--- config.mk ---
export PLATFORM = sky130hd
export DESIGN_NAME = fp_mul_arbiter
export DESIGN_NICKNAME = d
export VERILOG_FILES = /design/src/rtl/fp_pkg.sv /design/src/rtl/fp_mul_rsp_fifo.sv /design/src/rtl/fp_mul_arbiter.sv
export SDC_FILE = /design/constraint.sdc
export NUM_CORES = 1
export LEC_CHECK = 0
export BUFFER_PORTS_ARGS = -buffer_cell sky130_fd_sc_hd__buf_2
export CAP_MARGIN = 40
export CORE_MARGIN = 4
export CORE_UTILIZATION = 25
export CTS_CLUSTER_DIAMETER = 40
export CTS_CLUSTER_SIZE = 40
export DETAILED_ROUTE_END_ITERATION = 8
export GPL_ROUTABILITY_DRIVEN = 1
export PLACE_DENSITY = 0.45
export SYNTH_ARGS = -nofsm -noshare
export SYNTH_HDL_FRONTEND = slang
export SYNTH_SLANG_ARGS = --single-unit
--- constraint.sdc ---
create_clock -name clk -period 4.8 [get_ports clk]
set_input_delay 0.96 -clock clk [delete_from_list [all_inputs] [get_ports clk]]
set_output_delay 0.96 -clock clk [all_outputs]
set_load 0.005 [all_outputs]
--- src/rtl/fp_pkg.sv ---
// Shared types for the fp multiplier arbiter: response payload and flag width.
package fp_pkg;

  localparam int unsigned FP_FLAGS_W = 4;
  localparam int unsigned FP_NUM_REQ = 4;
  localparam int unsigned FP_ID_W    = $clog2(FP_NUM_REQ);

  typedef logic [31:0] fp_32b_t;

  typedef struct packed {
    logic [FP_ID_W-1:0]    id;
    fp_32b_t               result;
    logic [FP_FLAGS_W-1:0] flags;
  } fp_mul_rsp_t;

endpackage

--- src/rtl/fp_mul_rsp_fifo.sv ---
// Synchronous FIFO of multiplier responses; push while full and pop while empty are ignored.
module fp_mul_rsp_fifo
  import fp_pkg::*;
#(
  parameter int unsigned DEPTH = 8,
  localparam int unsigned AW   = $clog2(DEPTH),
  localparam int unsigned CW   = AW + 1
) (
  input  logic          clk,
  input  logic          rst,
  input  logic          push,
  input  fp_mul_rsp_t   wdata,
  input  logic          pop,
  output fp_mul_rsp_t   rdata,
  output logic          full,
  output logic          empty,
  output logic [CW-1:0] count
);

  fp_mul_rsp_t   r_mem [DEPTH];
  logic [AW:0]   r_wr_ptr;
  logic [AW:0]   r_rd_ptr;
  logic          w_push;
  logic          w_pop;

  assign full   = (r_wr_ptr[AW] != r_rd_ptr[AW]) && (r_wr_ptr[AW-1:0] == r_rd_ptr[AW-1:0]);
  assign empty  = (r_wr_ptr == r_rd_ptr);
  assign count  = CW'(r_wr_ptr - r_rd_ptr);
  assign rdata  = r_mem[r_rd_ptr[AW-1:0]];
  assign w_push = push & ~full;
  assign w_pop  = pop & ~empty;

  always_ff @(posedge clk) begin
    if (rst) begin
      r_wr_ptr <= '0;
      r_rd_ptr <= '0;
    end else begin
      if (w_push) r_wr_ptr <= r_wr_ptr + (AW+1)'(1);
      if (w_pop)  r_rd_ptr <= r_rd_ptr + (AW+1)'(1);
    end
  end

  // Storage needs no reset: entries are only visible between push and pop.
  always_ff @(posedge clk) begin
    if (w_push) r_mem[r_wr_ptr[AW-1:0]] <= wdata;
  end

endmodule

--- src/rtl/fp_mul_arbiter.sv ---
// Round-robin share of one fixed-latency multiplier between NUM_REQ requesters,
// with an ID tag pipe and a credit-protected response FIFO.
module fp_mul_arbiter
  import fp_pkg::*;
#(
  parameter int unsigned NUM_REQ     = 4,
  parameter int unsigned MUL_LATENCY = 4,
  parameter int unsigned FIFO_DEPTH  = 8,
  localparam int unsigned ID_W       = $clog2(NUM_REQ),
  localparam int unsigned CW         = $clog2(FIFO_DEPTH + 1)
) (
  input  logic                    clk,
  input  logic                    rst,
  input  logic [NUM_REQ-1:0]      req_valid,
  output logic [NUM_REQ-1:0]      req_ready,
  input  logic [NUM_REQ*32-1:0]   req_in1,
  input  logic [NUM_REQ*32-1:0]   req_in2,
  input  logic [NUM_REQ*3-1:0]    req_rm,
  output logic                    mul_valid_data_in,
  output logic [31:0]             mul_in1,
  output logic [31:0]             mul_in2,
  output logic [2:0]              mul_rounding_mode,
  input  logic                    mul_valid_data_out,
  input  logic [31:0]             mul_out,
  input  logic [FP_FLAGS_W-1:0]   mul_flags,
  output logic                    rsp_valid,
  input  logic                    rsp_ready,
  output logic [ID_W-1:0]         rsp_id,
  output logic [31:0]             rsp_result,
  output logic [FP_FLAGS_W-1:0]   rsp_flags,
  output logic                    busy,
  output logic                    seq_error
);

  logic [31:0]      w_in1 [NUM_REQ];
  logic [31:0]      w_in2 [NUM_REQ];
  logic [2:0]       w_rm  [NUM_REQ];

  logic [ID_W-1:0]  r_ptr;
  logic [ID_W-1:0]  r_issue_id;
  logic [CW-1:0]    r_credits;
  logic [MUL_LATENCY-1:0] r_tag_vld;
  logic [ID_W-1:0]  r_tag_id [MUL_LATENCY];

  logic             w_grant_vld;
  logic [ID_W-1:0]  w_grant_id;
  logic [ID_W-1:0]  w_idx;
  logic             w_credit_ok;
  logic             w_accept;
  logic             w_pop;
  logic             w_pop_cred;
  logic             w_tail_vld;
  logic [ID_W-1:0]  w_tail_id;

  fp_mul_rsp_t      w_wdata;
  fp_mul_rsp_t      w_rdata;
  logic             w_full;
  logic             w_empty;
  logic [CW-1:0]    w_count;

  for (genvar g = 0; g < NUM_REQ; g++) begin : g_lane
    assign w_in1[g] = req_in1[g*32 +: 32];
    assign w_in2[g] = req_in2[g*32 +: 32];
    assign w_rm[g]  = req_rm[g*3 +: 3];
  end

  // First valid requester at or after the round-robin pointer.
  always_comb begin
    w_grant_vld = 1'b0;
    w_grant_id  = '0;
    w_idx       = '0;
    for (int unsigned k = 0; k < NUM_REQ; k++) begin
      w_idx = ID_W'((32'(r_ptr) + k) % NUM_REQ);
      if (!w_grant_vld && req_valid[w_idx]) begin
        w_grant_vld = 1'b1;
        w_grant_id  = w_idx;
      end
    end
  end

  assign w_credit_ok = (r_credits < CW'(FIFO_DEPTH));
  assign w_accept    = w_grant_vld & w_credit_ok & ~rst;
  assign req_ready   = w_accept ? (NUM_REQ'(1) << w_grant_id) : '0;

  always_ff @(posedge clk) begin
    if (rst) begin
      mul_valid_data_in <= 1'b0;
      mul_in1           <= '0;
      mul_in2           <= '0;
      mul_rounding_mode <= '0;
      r_issue_id        <= '0;
      r_ptr             <= '0;
    end else begin
      mul_valid_data_in <= w_accept;
      if (w_accept) begin
        mul_in1           <= w_in1[w_grant_id];
        mul_in2           <= w_in2[w_grant_id];
        mul_rounding_mode <= w_rm[w_grant_id];
        r_issue_id        <= w_grant_id;
        r_ptr             <= (w_grant_id == ID_W'(NUM_REQ - 1)) ? '0 : w_grant_id + ID_W'(1);
      end
    end
  end

  // Tag pipe follows the registered issue so its tail lines up with the multiplier output.
  always_ff @(posedge clk) begin
    if (rst) begin
      r_tag_vld <= '0;
      for (int unsigned i = 0; i < MUL_LATENCY; i++) r_tag_id[i] <= '0;
    end else begin
      r_tag_vld   <= {r_tag_vld[MUL_LATENCY-2:0], mul_valid_data_in};
      r_tag_id[0] <= r_issue_id;
      for (int unsigned i = 1; i < MUL_LATENCY; i++) r_tag_id[i] <= r_tag_id[i-1];
    end
  end

  assign w_tail_vld = r_tag_vld[MUL_LATENCY-1];
  assign w_tail_id  = r_tag_id[MUL_LATENCY-1];

  always_ff @(posedge clk) begin
    if (rst)                                  seq_error <= 1'b0;
    else if (mul_valid_data_out != w_tail_vld) seq_error <= 1'b1;
  end

  assign w_wdata = '{id: FP_ID_W'(w_tail_id), result: mul_out, flags: mul_flags};

  fp_mul_rsp_fifo #(.DEPTH(FIFO_DEPTH)) u_fifo (
    .clk   (clk),
    .rst   (rst),
    .push  (mul_valid_data_out),
    .wdata (w_wdata),
    .pop   (w_pop),
    .rdata (w_rdata),
    .full  (w_full),
    .empty (w_empty),
    .count (w_count)
  );

  assign rsp_valid  = ~w_empty;
  assign w_pop      = rsp_valid & rsp_ready;
  assign rsp_id     = rsp_valid ? ID_W'(w_rdata.id) : '0;
  assign rsp_result = rsp_valid ? w_rdata.result  : '0;
  assign rsp_flags  = rsp_valid ? w_rdata.flags   : '0;

  // A spurious result carries no credit, so never let the counter wrap below zero.
  assign w_pop_cred = w_pop & (r_credits != '0);

  always_ff @(posedge clk) begin
    if (rst) begin
      r_credits <= '0;
    end else begin
      unique case ({w_accept, w_pop_cred})
        2'b10:   r_credits <= r_credits + CW'(1);
        2'b01:   r_credits <= r_credits - CW'(1);
        default: r_credits <= r_credits;
      endcase
    end
  end

  assign busy = (r_credits != '0);

  a_no_overflow: assert property (@(posedge clk) disable iff (rst) !(mul_valid_data_out && w_full));
  a_credit_cover: assert property (@(posedge clk) disable iff (rst || seq_error)
                                   32'(w_count) <= 32'(r_credits));

endmodule

Word level (Yosys, flattened, before mapping). Memory sizes are Yosys's and may differ from the RTL's. A register that Yosys moved wholly into a read port is not among the register bits. Cells that the tools add are included.

Add/subtract/negate cells: 8. $lt $le $gt $ge: 6. Eq/ne operators: 7. Shifts and indexed selects: 1. Mux-type cells: 42. Bitwise gates (word level): 14. Reductions and logical operators: 9.

Operators by type and width (number): two-way mux 32 bit (5); binary-select mux 32 bit (select 2 bit) (2); two-way mux 2 bit (10); two-way mux 1 bit (13); adder 4 x 1 -> 4 bit (second input constant) (3); less-than comparator 2 x 3 -> 1 bit (second input constant) (4); two-way mux 3 bit (4); binary-select mux 1 bit (select 2 bit) (4); two-way mux 4 bit (2); case mux 4 bit (2 select lines) (1); bitwise AND 1 bit (6); binary-select mux 3 bit (select 2 bit) (1); adder 2 x 1 -> 2 bit (second input constant) (2); adder 2 bit (second input constant) (2); equality test 2 bit (second input constant) (2); equality test 4 bit (1); logical AND 1 bit (4); less-than comparator 4 bit (second input constant) (1); OR 1 bit (4); nonzero test 4 bit (1); left shift 1 x 2 -> 4 bit (first input constant) (1); subtractor 4 x 1 -> 4 bit (second input constant) (1); equality test 3 bit (1); greater-or-equal comparator 3 bit (second input constant) (1); 6 further kinds (11).

Register bits after elaboration: 89. Memory bits (writable): 312. Input bits: 312. Logic and storage cells: 100. Memories kept: 2.

Memories: u_fifo.r_mem (words 8, bits a word 38, rd ports 1, clocked after Yosys merged registers in 1, write ports 1, line fp_mul_rsp_fifo.sv:20) `fp_mul_rsp_t r_mem [DEPTH];`; r_tag_id (words 4, bits a word 2, rd ports 4, clocked after Yosys merged registers in 0, write ports 4, line fp_mul_arbiter.sv:43) `logic [ID_W-1:0] r_tag_id [MUL_LATENCY];`.

Longest topological paths before layout.
Word-level depth: 16. Depth in mapped cells: 13.

By module. From an unflattened synthesis, not the netlist that was laid out.

Cells, all modules: 1429. Area total of the unflattened synthesis: 19194.7 um^2.

By module, submodules not included: fp_mul_rsp_fifo (instances 1, cells an instance 513, area each 12015.3 um^2, seq. area each 9349.0 um^2); fp_mul_arbiter (instances 1, cells an instance 916, area each 7179.4 um^2, seq. area each 1781.7 um^2).

Worst setup path after synthesis. No wires, ideal clock.

Path type: input -> register. Start point: input mul_valid_data_out. End point: memory u_fifo.r_mem[0][0] (netlist name) (enable). Library setup time: 0.481 ns. Arrival time: 4.189 ns. Required time: 4.319 ns. Setup slack: 0.130 ns. Stages: 4. Buffers on the path: 0. Cell sequence: inv_1 > a41oi_1 > nand2b_1 > nor3_1.

Longest elaborated chain between the ends: 3.

RTL lines: start: declaration (line fp_mul_arbiter.sv:23) `input logic mul_valid_data_out,`; bitwise AND 1 bit (line fp_mul_rsp_fifo.sv:30) `assign w_push = push & ~full;`; two-way mux 1 bit (line fp_mul_rsp_fifo.sv:45) `if (w_push) r_mem[r_wr_ptr[AW-1:0]] <= wdata;`; two-way mux 1 bit (not written as such) (line fp_mul_rsp_fifo.sv:45); end: declaration (line fp_mul_rsp_fifo.sv:20).

Every way passes these cells.

==> run metrics <==
status complete, no violations; Yosys top cell by area edfxtp_1; critical path required time approximately 3.8 ns; DR vias/cell 4.56; Crit-path slowest cell dfxtp_4; most common cell after layout, fill and taps aside buf_2; Core Rows 96; crit path launch type register; ys flop type edfxtp_1; fmax roughly 0.27 GHz; 1st-iter DRT viols 713; Seq/Total Area, Yosys between 60 and 70%; pwr dens 499 nW/um2; Setup Buffers After CTS 0; asr flop ratio synth 0%; VDD IR max 0.218 mV; residual DRC count 0; first-pass GRT wire length between 80 and 90 mm; Synth Warn # 0; die extent in x 271 um; Worst-Margin Slew 0.917 ns; die extent in y around 270 um; CP Capture Type primary output; setup TNS 0 ns; Synth Instances 1173; post-CTS resize count 0; routability cong. 0.809; most frequent cells in the layout 424 x buf_2, 304 x edfxtp_1, 111 x mux2i_1; TritonCTS Buffers 74; GRT Total Usage between 10% and 20%; wirelength, routed around 54 mm; clk_skew 0.0163 ns; fin. max-slew vios 0; Synth top area share around 53%; MaxCap Viol Count 0; number of synthesized register bits a little over 400; I/O Pins roughly 430; TritonRoute pass-1 iters 5; IO Port Bufs ~420; Crit Path Class register to primary output; post-synth cell types 47; die area roughly 74000 um2; initial antenna violation count 22; total gr overflow 0; Critical Path AT about 2.7 ns; Final Net Count 1934; synthesized area 17300 um2; area occupied by multi-input gates a little under 6000 um2; Leak roughly 8.6 nW; CP max FO a little under 50; crit-path cells buf_4 -> mux4_2 -> mux2i_1 -> nor2_1 -> buf_2; Sequential Area about 11000 um2; fillers a little under 7000; Hold-fix buffers, CTS 0; P&R area growth vs syn 32.6%; Syn Area/Cell 14.8 um2; hold crit path type register to register; clock latency on the worst-skew pair around 0.6 ns; crit share post-route approximately three quarters; worst r2r src u_fifo.r_wr_ptr[2]; maximum clock path buffer count 3; CTS H-tree depth 3; Pwr Total around 11 mW; flop-to-flop setup slack 1.92 ns; CTS sink cnt between 400 and 500; Critical Path Max Stage Delay between 0.8 and 0.9 ns; min Tclk post-route approximately 3.6 ns; Syn Nets 1494; Slew HR between 30% and 40%; Post-synth EDFFs between 300 and 400; core area ~69000 um2; Post-DP HPWL ~36 mm; Wirelength per Cell about 21 um; top post-synthesis cells by area edfxtp_1 53%, dfxtp_1 12%, mux4_2 9.9%, mux2i_1 6.4%, a21o_1 2.9%; Hold Vio Cnt, Final 0; hold path startpoint r_tag_id[0][0]; initial core utilization about a quarter; share of post-route cells with drive strength above 1 between 40% and 50%; root buffer cell clkbuf_16; total vias in the final route 11900; RSZ-0062 raised after global routing no; CTS tree built; final setup violation count 0; vias in the first global route 12800; antenna-violating nets left 0; pin count of the biggest net entering global routing 69; clock-pin slew on the worst setup and hold paths 0.05 ns
==> cell usage after synthesis, types with 6 or more instances <==
| cell type | instances |
|---|---|
| dfxtp_1 | 100 |
| o21ai_0 | 69 |
| xor2_1 | 8 |
| edfxtp_1 | 304 |
| buf_2 | 23 |
| clkbuf_1 | 45 |
| o211ai_1 | 59 |
| mux2i_1 | 111 |
| mux4_2 | 76 |
| nand2b_1 | 6 |
| nand3_1 | 69 |
| buf_1 | 9 |
| ha_1 | 9 |
| a21o_1 | 68 |
| o211ai_2 | 8 |
| nand2_1 | 73 |
| buf_4 | 6 |
| nor2_1 | 63 |
| nor2b_1 | 14 |
==> flip-flops by register name (all words and copies together) (netlist names), named ones only <==
name / flops
mul_in1: 32
mul_in2: 32
mul_rounding_mode: 3
mul_valid_data_in: 1
r_credits: 4
r_issue_id: 2
r_ptr: 2
r_tag_id: 8
r_tag_vld: 4
seq_error: 1
u_fifo.r_mem: 304
u_fifo.r_rd_ptr: 4
u_fifo.r_wr_ptr: 4
==> cells by family after synthesis <==
group                    Yosys count  share of synthesized area, %
adder cells (fa/ha/maj)            9                         0.650
flip-flops                       404                          64.3
AO/OA/AOI/OAI                    215                          8.55
buffers and inverters             94                          2.67
AND/OR/NAND/NOR                  249                          6.77
multiplexers                     189                          16.4
XOR/XNOR                          13                         0.657
==> metrics by stage <==
| stage | std cells | utilization [%] | setup WS, ns | hold slack, ns | cell area, um2 |
|---|---|---|---|---|---|
| after floorplan | 1173 | - | 0.130 | 0.414 | 17300 |
| after global routing | 2605 | 33.5 | 0.957 | 0.448 | 23000 |
| after detailed placement | 2468 | 29.9 | 1.30 | 0.420 | 20500 |
| after CTS | 2602 | 33.5 | 1.02 | 0.432 | 22900 |
| final | 2610 | 33.5 | 1.16 | 0.425 | 23000 |
| after global placement | 2467 | 29.9 | 1.30 | 0.417 | 20500 |
==> layer usage <==
| metal | track usage, % | vias to the layer above | part of all wire [%] |
|---|---|---|---|
| met5 | 0 | - | 0.11 |
| met4 | 4.39 | 8 | 2.6 |
| met3 | 4.72 | 107 | 7.2 |
| met2 | 25.0 | 436 | 50 |
| met1 | 17.3 | 5914 | 40 |
| li1 | - | 5446 | - |
==> worst paths after layout <==
path                                             to  depth (start not counted)
worst max-delay path                  rsp_result[4]                          5
worst min-delay path                 r_tag_id[1][0]                          1
worst max register to register  u_fifo.r_mem[5][28]                          5
worst min register to register       r_tag_id[1][0]                          1
==> cell type report <==
| cell class | count | share of cell area, % |
|---|---|---|
| inverters | 6 | 0.109 |
| flip-flops and latches | 404 | 48.5 |
| repair buffers | 452 | 10.4 |
| clock buffers | 83 | 8.35 |
| multi-input cells | 675 | 25.3 |
| well taps | 931 | 5.07 |
| clock inverters | 51 | 2.26 |
| diodes | 8 | 0.0872 |
==> where the power goes <==
part           switching (mW)  internal [mW]
clock network            1.87           3.15
registers               0.183           4.02
logic                    1.22           1.02
==> worst max-delay path: cells and delay by family, from the launching register on <==
kind                   cells  cell delay, ns
flip-flops                 1            0.88
multiplexers               2            0.57
buffers and inverters      2            0.54
AND/OR/NAND/NOR            1            0.06
(Power assumes the default switching activity.)
